--- src/rtl/burst_sum_pkg.sv ---
// Shared types and constants for the burst sum accumulator and its
// carry-select adder.
package burst_sum_pkg;

  typedef enum logic [1:0] {
    IDLE  = 2'd0,
    ACCUM = 2'd1,
    DONE  = 2'd2
  } state_t;

  localparam int BLK_W       = 4;
  localparam int DATA_W_DEF  = 8;
  localparam int ACC_W_DEF   = 12;
  localparam int MAX_LEN_DEF = 15;
  localparam int CNT_W_DEF   = 4;

endpackage

--- src/rtl/csa_add_n.sv ---
// Generic combinational carry-select adder built from BLK_W-bit blocks.
// N must be a multiple of BLK_W.
module csa_add_n
  import burst_sum_pkg::*;
#(
  parameter int N = ACC_W_DEF
) (
  input  logic [N-1:0] a,
  input  logic [N-1:0] b,
  input  logic         cin,
  output logic [N-1:0] s,
  output logic         cout
);

  localparam int NB = N / BLK_W;

  logic [NB:0] c;

  assign c[0] = cin;

  for (genvar g = 0; g < NB; g++) begin : g_blk
    logic [BLK_W:0] s0;
    logic [BLK_W:0] s1;

    // Both candidate sums are formed up front; the rippling carry only selects.
    assign s0 = {1'b0, a[g*BLK_W +: BLK_W]} + {1'b0, b[g*BLK_W +: BLK_W]};
    assign s1 = {1'b0, a[g*BLK_W +: BLK_W]} + {1'b0, b[g*BLK_W +: BLK_W]}
              + (BLK_W+1)'(1);

    assign s[g*BLK_W +: BLK_W] = c[g] ? s1[BLK_W-1:0] : s0[BLK_W-1:0];
    assign c[g+1]              = c[g] ? s1[BLK_W]     : s0[BLK_W];
  end

  assign cout = c[NB];

endmodule

--- src/rtl/burst_sum_accumulator.sv ---
// Sums valid/ready operand bursts through a carry-select adder and emits one
// result word (sum, beat count, sticky overflow) per burst.
module burst_sum_accumulator
  import burst_sum_pkg::*;
#(
  parameter int DATA_W  = DATA_W_DEF,
  parameter int ACC_W   = ACC_W_DEF,
  parameter int MAX_LEN = MAX_LEN_DEF,
  parameter int CNT_W   = CNT_W_DEF
) (
  input  logic              clk,
  input  logic              rst,
  input  logic              in_valid,
  output logic              in_ready,
  input  logic [DATA_W-1:0] in_data,
  input  logic              in_last,
  output logic              out_valid,
  input  logic              out_ready,
  output logic [ACC_W-1:0]  out_sum,
  output logic [CNT_W-1:0]  out_count,
  output logic              out_overflow
);

  state_t            state, state_nxt;
  logic [ACC_W-1:0]  acc, acc_nxt;
  logic [ACC_W-1:0]  operand;
  logic [ACC_W-1:0]  add_s;
  logic              add_co;
  logic [CNT_W-1:0]  count, cnt_nxt;
  logic              ovf, ovf_nxt;
  logic              ready_q;
  logic              accept;

  assign operand = ACC_W'(in_data);
  assign accept  = in_valid && ready_q;

  csa_add_n #(.N(ACC_W)) u_add (
    .a    (acc),
    .b    (operand),
    .cin  (1'b0),
    .s    (add_s),
    .cout (add_co)
  );

  always_ff @(posedge clk or posedge rst) begin
    if (rst) state <= IDLE;
    else     state <= state_nxt;
  end

  always_comb begin
    state_nxt = state;
    acc_nxt   = acc;
    cnt_nxt   = count;
    ovf_nxt   = ovf;
    case (state)
      IDLE: begin
        if (accept) begin
          acc_nxt   = operand;
          cnt_nxt   = CNT_W'(1);
          ovf_nxt   = 1'b0;
          state_nxt = (in_last || MAX_LEN == 1) ? DONE : ACCUM;
        end
      end
      ACCUM: begin
        if (accept) begin
          acc_nxt   = add_s;
          cnt_nxt   = count + CNT_W'(1);
          ovf_nxt   = ovf | add_co;
          state_nxt = (in_last || cnt_nxt == CNT_W'(MAX_LEN)) ? DONE : ACCUM;
        end
      end
      DONE: begin
        if (out_ready) state_nxt = IDLE;
      end
      default: state_nxt = IDLE;
    endcase
  end

  always_comb begin
    out_valid = (state == DONE);
    in_ready  = ready_q;
  end

  // in_ready is registered from the next state so it is low during reset
  // and never depends combinationally on out_ready.
  always_ff @(posedge clk or posedge rst) begin
    if (rst) begin
      acc          <= '0;
      count        <= '0;
      ovf          <= 1'b0;
      ready_q      <= 1'b0;
      out_sum      <= '0;
      out_count    <= '0;
      out_overflow <= 1'b0;
    end else begin
      acc     <= acc_nxt;
      count   <= cnt_nxt;
      ovf     <= ovf_nxt;
      ready_q <= (state_nxt != DONE);
      if (accept && state_nxt == DONE) begin
        out_sum      <= acc_nxt;
        out_count    <= cnt_nxt;
        out_overflow <= ovf_nxt;
      end
    end
  end

endmodule

--- config.mk ---
export PLATFORM = sky130hd
export DESIGN_NAME = burst_sum_accumulator
export DESIGN_NICKNAME = d
export VERILOG_FILES = /design/src/rtl/burst_sum_pkg.sv /design/src/rtl/csa_add_n.sv /design/src/rtl/burst_sum_accumulator.sv
export SDC_FILE = /design/constraint.sdc
export NUM_CORES = 1
export LEC_CHECK = 0
export BUFFER_PORTS_ARGS = -buffer_cell sky130_fd_sc_hd__buf_2
export CORE_MARGIN = 2
export CORE_UTILIZATION = 45
export CTS_BUF_LIST = sky130_fd_sc_hd__clkbuf_8
export CTS_CLUSTER_DIAMETER = 40
export CTS_CLUSTER_SIZE = 30
export DETAILED_ROUTE_END_ITERATION = 10
export PLACE_DENSITY_LB_ADDON = 0.12
export SLEW_MARGIN = 10
export SYNTH_ARGS = -nofsm -noshare
export SYNTH_HDL_FRONTEND = slang
export SYNTH_SLANG_ARGS = --single-unit
--- constraint.sdc ---
create_clock -name clk -period 8.5 [get_ports clk]
set_clock_uncertainty 0.05 [all_clocks]
set_input_delay 0.85 -clock clk [delete_from_list [all_inputs] [get_ports clk]]
set_output_delay 0.85 -clock clk [all_outputs]
set_load 0.005 [all_outputs]
Yosys cells after proc, flatten, opt, wreduce, memory -nomap -nowiden
Index checks and enable logic that the tools add are counted. W data, S select, Z words.

Register bits after elaboration: 37. Word-level logic and storage cells: 42. Input port bits: 13.

Bitwise operators: 1. Equality and inequality tests: 5. $add $sub $neg: 5. Muxes and demuxes: 19. Reductions and logical operators: 4.

Operator list (count): $mux W12 (2); $pmux W12 S2 (1); $mux W4 (4); $add A4 B4 Y5 (2); $mux W2 (5); $pmux W4 S2 (1); $pmux W2 S3 (1); $add A4 B1 Y5 const B (1); $add A5 B1 Y5 const B (1); $add A4 B1 Y4 const B (1); $eq A2 B2 Y1 const B (2); $eq A4 B4 Y1 const B (1); $mux W1 (4); $eq A2 B1 Y1 const B (1); $logic_and A1 B1 Y1 (2); $logic_not A2 Y1 (1); $ne A2 B2 Y1 const B (1); $pmux W1 S2 (1); $logic_or A1 B1 Y1 (1); $or A1 B1 Y1 (1).

Longest topological paths before layout
Depth after elaboration: 8. Mapped depth: 9.

Modules after synthesis
From an unflattened synthesis, not the netlist that was laid out.

Cells, all modules: 254. Area total of the unflattened synthesis: 2646.3 µm².

By module, submodules not included: burst_sum_accumulator (area an instance 1744.2 µm², cells an instance 144, times used 1); csa_add_n (area an instance 902.1 µm², cells an instance 110, times used 1).

Worst setup path before layout
No wires, ideal clock.

Kind: input to register. Start point: input in_data[4]. End point: register out_overflow. Arrival: 2996 ps. Setup slack: 5329 ps. Data required time: 8325 ps. Cell stages on the path: 9. Path buffers: 0. Setup time: 125 ps. Path through: ha_1 > fa_1 > ha_1 > inv_1 > a2111o_1 > nor3_4 > mux2i_1 > o21ai_0 > mux2_2.

Longest elaborated chain between the ends: 7.

Ends and longest elaborated chain: start, declared (line burst_sum_accumulator.sv:15) `input logic [DATA_W-1:0] in_data,`; $add A4 B4 Y5 (*) (line csa_add_n.sv:26, csa_add_n.sv:27); $add A5 B1 Y5 (line csa_add_n.sv:28) `+ (BLK_W+1)'(1);`; $mux W1 (*) (2 in series) (line csa_add_n.sv:31) `assign c[g+1] = c[g] ? s1[BLK_W] : s0[BLK_W];`; $or A1 B1 Y1 (*) (line burst_sum_accumulator.sv:68) `ovf_nxt = ovf | add_co;`; $mux W1 (*) (line burst_sum_accumulator.sv:65) `if (accept) begin`; $pmux W1 S2 (*) (line burst_sum_accumulator.sv:55) `case (state)`; via ovf_nxt (line burst_sum_accumulator.sv:30) `logic ovf, ovf_nxt;`; end signal, assigned (line burst_sum_accumulator.sv:103) `out_overflow <= ovf_nxt;`; end, declared (line burst_sum_accumulator.sv:21) `output logic out_overflow`.

Mark *: on every way through the listed nets, which the timed path passes. The rest lies on a longest branch. A chain may end at the register's enable or synchronous reset.

Worst setup path after layout
Ends and elaborated chain as after synthesis.

==> reports/qor.csv <==
metric,value,unit
outcome,completed,
# rows,24,
post-synthesis simple-gate area fraction,15.0,%
via count,1552,
routed wire length,3930,µm
# diodes,0,
Crit path arrival time,3.32,ns
Die Y,72.7,µm
Synth area leader,dfrtp_1,
RSZ-0062 raised after global routing,false,
Lkg Pwr,1.22,nW
Final Max Slew Viols,0,
CTS resizes,0,
Post-CTS Hold Buffers,0,
Final HPWL DP,2880,µm
final worst path period need,3.18,ns
clock slew at reported path FFs,0.08,ns
Post-synth EDFFs,0,
Syn Inst Count,206,
XOR/XNOR Fraction of Synth Area,2.89,%
setup bufs post-CTS,0,
critical path class,in -> reg,
power density over the cells,293,nW/µm²
peak supply drop,127,µV
mux share of post-synthesis cell area,13.1,%
normalized max-slew margin,41.8,%
clk_lat worst skew,0.29,ns
Seq cells post-synth,37,
Syn Std Cell Area,2120,µm²
register area share after synthesis,43.6,%
Std-Cell Core Area,4440,µm²
"Primary FF master, synth",dfrtp_1,
All-Layer GR Usage,16.8,%
largest net degree at the start of global routing,38,
initial antenna violation count,0,
Clock Sinks,37,
Overflow after GRT,0,
post-route clock period utilization,37.4,%
Mean Syn Cell Area,10.3,µm²
post-synth cell types,39,
DIE AREA,5280,µm²
DR DRC count,0,
CTS tree,built,
fraction of layout cells with a size suffix above 1,25.2,%
Setup crit end,out_overflow,
Worst Tran Pin Value,0.872,ns
worst hold path type,reg -> reg,
post-synth top area share,43.6,%
CP required,8.63,ns
Setup Total Neg Slack,0,ns
largest family of logic cells by synthesized area,simple AND/OR/NAND/NOR gates,
cts bufs inserted,5,
Max Cap Viol,0,
"commonest non-fill, non-tap cell in the layout",dfrtp_1,
Fill cells,388,
area grow syn2layout,15.0,%
Critical Path Start,in_data[4],
Final Wtd Congestion,0.751,
Routed Antenna Nets,0,
number of global-route vias before repair,1492,
WHS Path Cells,1,
Ys Warns,0,
Area contributors post-synth,"dfrtp_1 44%, mux2_2 8.0%, ha_1 7.7%",
"commonest cells after routing, fill and taps aside","37 x dfrtp_1, 31 x buf_2, 20 x nand2_1, 15 x mux2_2",
Reg2Reg Capture Point,out_overflow,
"reg-to-reg slack, setup",5.60,ns
first-pass GRT wire length,6820,µm
clock tree root driver cell,clkbuf_8,
Setup crit end kind,flop,
Iteration-0 DRC Markers,83,
Die Wd,72.7,µm
Setup WS pre-CTS,5.00,ns
I/O pin total,32,
maximum fanout along the worst path,6,
PortBufs,31,
drt first pass iters,4,
compound-gate portion of the synthesized area,12.8,%
WL/cell,13.6,µm
Setup Viol. Count Final,0,
synthesized-area fraction occupied by adder cells,9.55,%
endpoints failing hold,0,
setup ws final,5.32,ns
asr flop ratio synth,100,%
clock tree buffer depth,2,
worst r2r src,acc[4],
Post-Syn Nets,234,
Startpoint Class,input port,
Via-to-Cell Ratio,5.35,
Initial Util,47.7,%
htree depth,2,
# nets final,265,
fmax,0.314,GHz
FF-to-FF path depth,9,
[worst max-delay path: stages]
cell	delay, ns
buf_2	0.11
ha_1	0.23
fa_1	0.54
ha_1	0.19
inv_1	0.04
a2111o_1	0.36
nor3_4	0.27
mux2i_1	0.30
o21ai_0	0.15
mux2_2	0.27
[state kept, by name (all words and copies together) (netlist names)]
name          flops
in_ready          1
acc              12
out_sum          12
count             4
out_count         4
state             2
ovf               1
out_overflow      1
[synthesized netlist by cell type, types with 5 or more instances]
cell type  count
nand2_1       20
o21ai_0       11
nand4_1        5
ha_1          13
xnor2_1        5
a21o_1         6
nor2b_1        6
mux2i_1       11
nor2_1        13
dfrtp_1       37
nand3_1        6
a21oi_1       11
clkbuf_1       7
inv_1          9
mux2_2        15
[area by class of cell]
type,count,area [µm²],share of cell area [%]
clock buffers,6,82.6,3.38
clock inverters,2,37.5,1.54
inverters,9,33.8,1.38
multi-input cells,152,1130,46.4
flip-flops and latches,37,926,37.9
well taps,52,65.1,2.67
repair buffers,32,163,6.67
[power by group]
group	leakage [nW]	switching (mW)	total (mW)	internal (mW)
Combinational	0.699	0.138	0.276	0.138
Sequential	0.466	0.0467	0.279	0.232
Clock	0.0574	0.0637	0.159	0.0954
[cell families (layout without fill, tap and decap cells)]
| group | after synthesis | after routing |
|---|---|---|
| xor+xnor | 7 | 7 |
| mux | 26 | 26 |
| buf+inv | 17 | 49 |
| compound gates | 41 | 41 |
| fa+ha+maj | 15 | 15 |
| flops | 37 | 37 |
| simple gates | 63 | 63 |
[worst min path at each step]
stage | start | to | slack [ns]
6_report | out_sum[6] | out_sum[6] | 0.45
5_1_grt | out_sum[10] | out_sum[10] | 0.46
4_1_cts | out_sum[6] | out_sum[6] | 0.46
3_5_place_dp | out_sum[6] | out_sum[6] | 0.44
3_3_place_gp | out_sum[6] | out_sum[6] | 0.43
2_1_floorplan | ovf | ovf | 0.40
[layer usage]
layer / global-route usage [%] / vias up / share of wire (%)
met2: 24.7 / 33 / 45
met1: 23.7 / 730 / 50
met3: 5.66 / 2 / 4.8
met5: 0 / - / 0
li1: - / 787 / -
met4: 4.53 / 0 / 0.31
[metrics by stage]
step           instance area, µm²  util (%)  std cells  hold slack [ns]  power (mW)
2_1_floorplan                2120         -        206            0.402       0.484
3_3_place_gp                 2320      52.2        282            0.433       0.558
3_5_place_dp                 2320      52.2        282            0.439       0.563
4_1_cts                      2440      54.9        290            0.455       0.725
5_1_grt                      2440      54.9        290            0.464       0.777
6_report                     2440      54.9        290            0.453       0.714
Power figures use the tool's default switching activity.
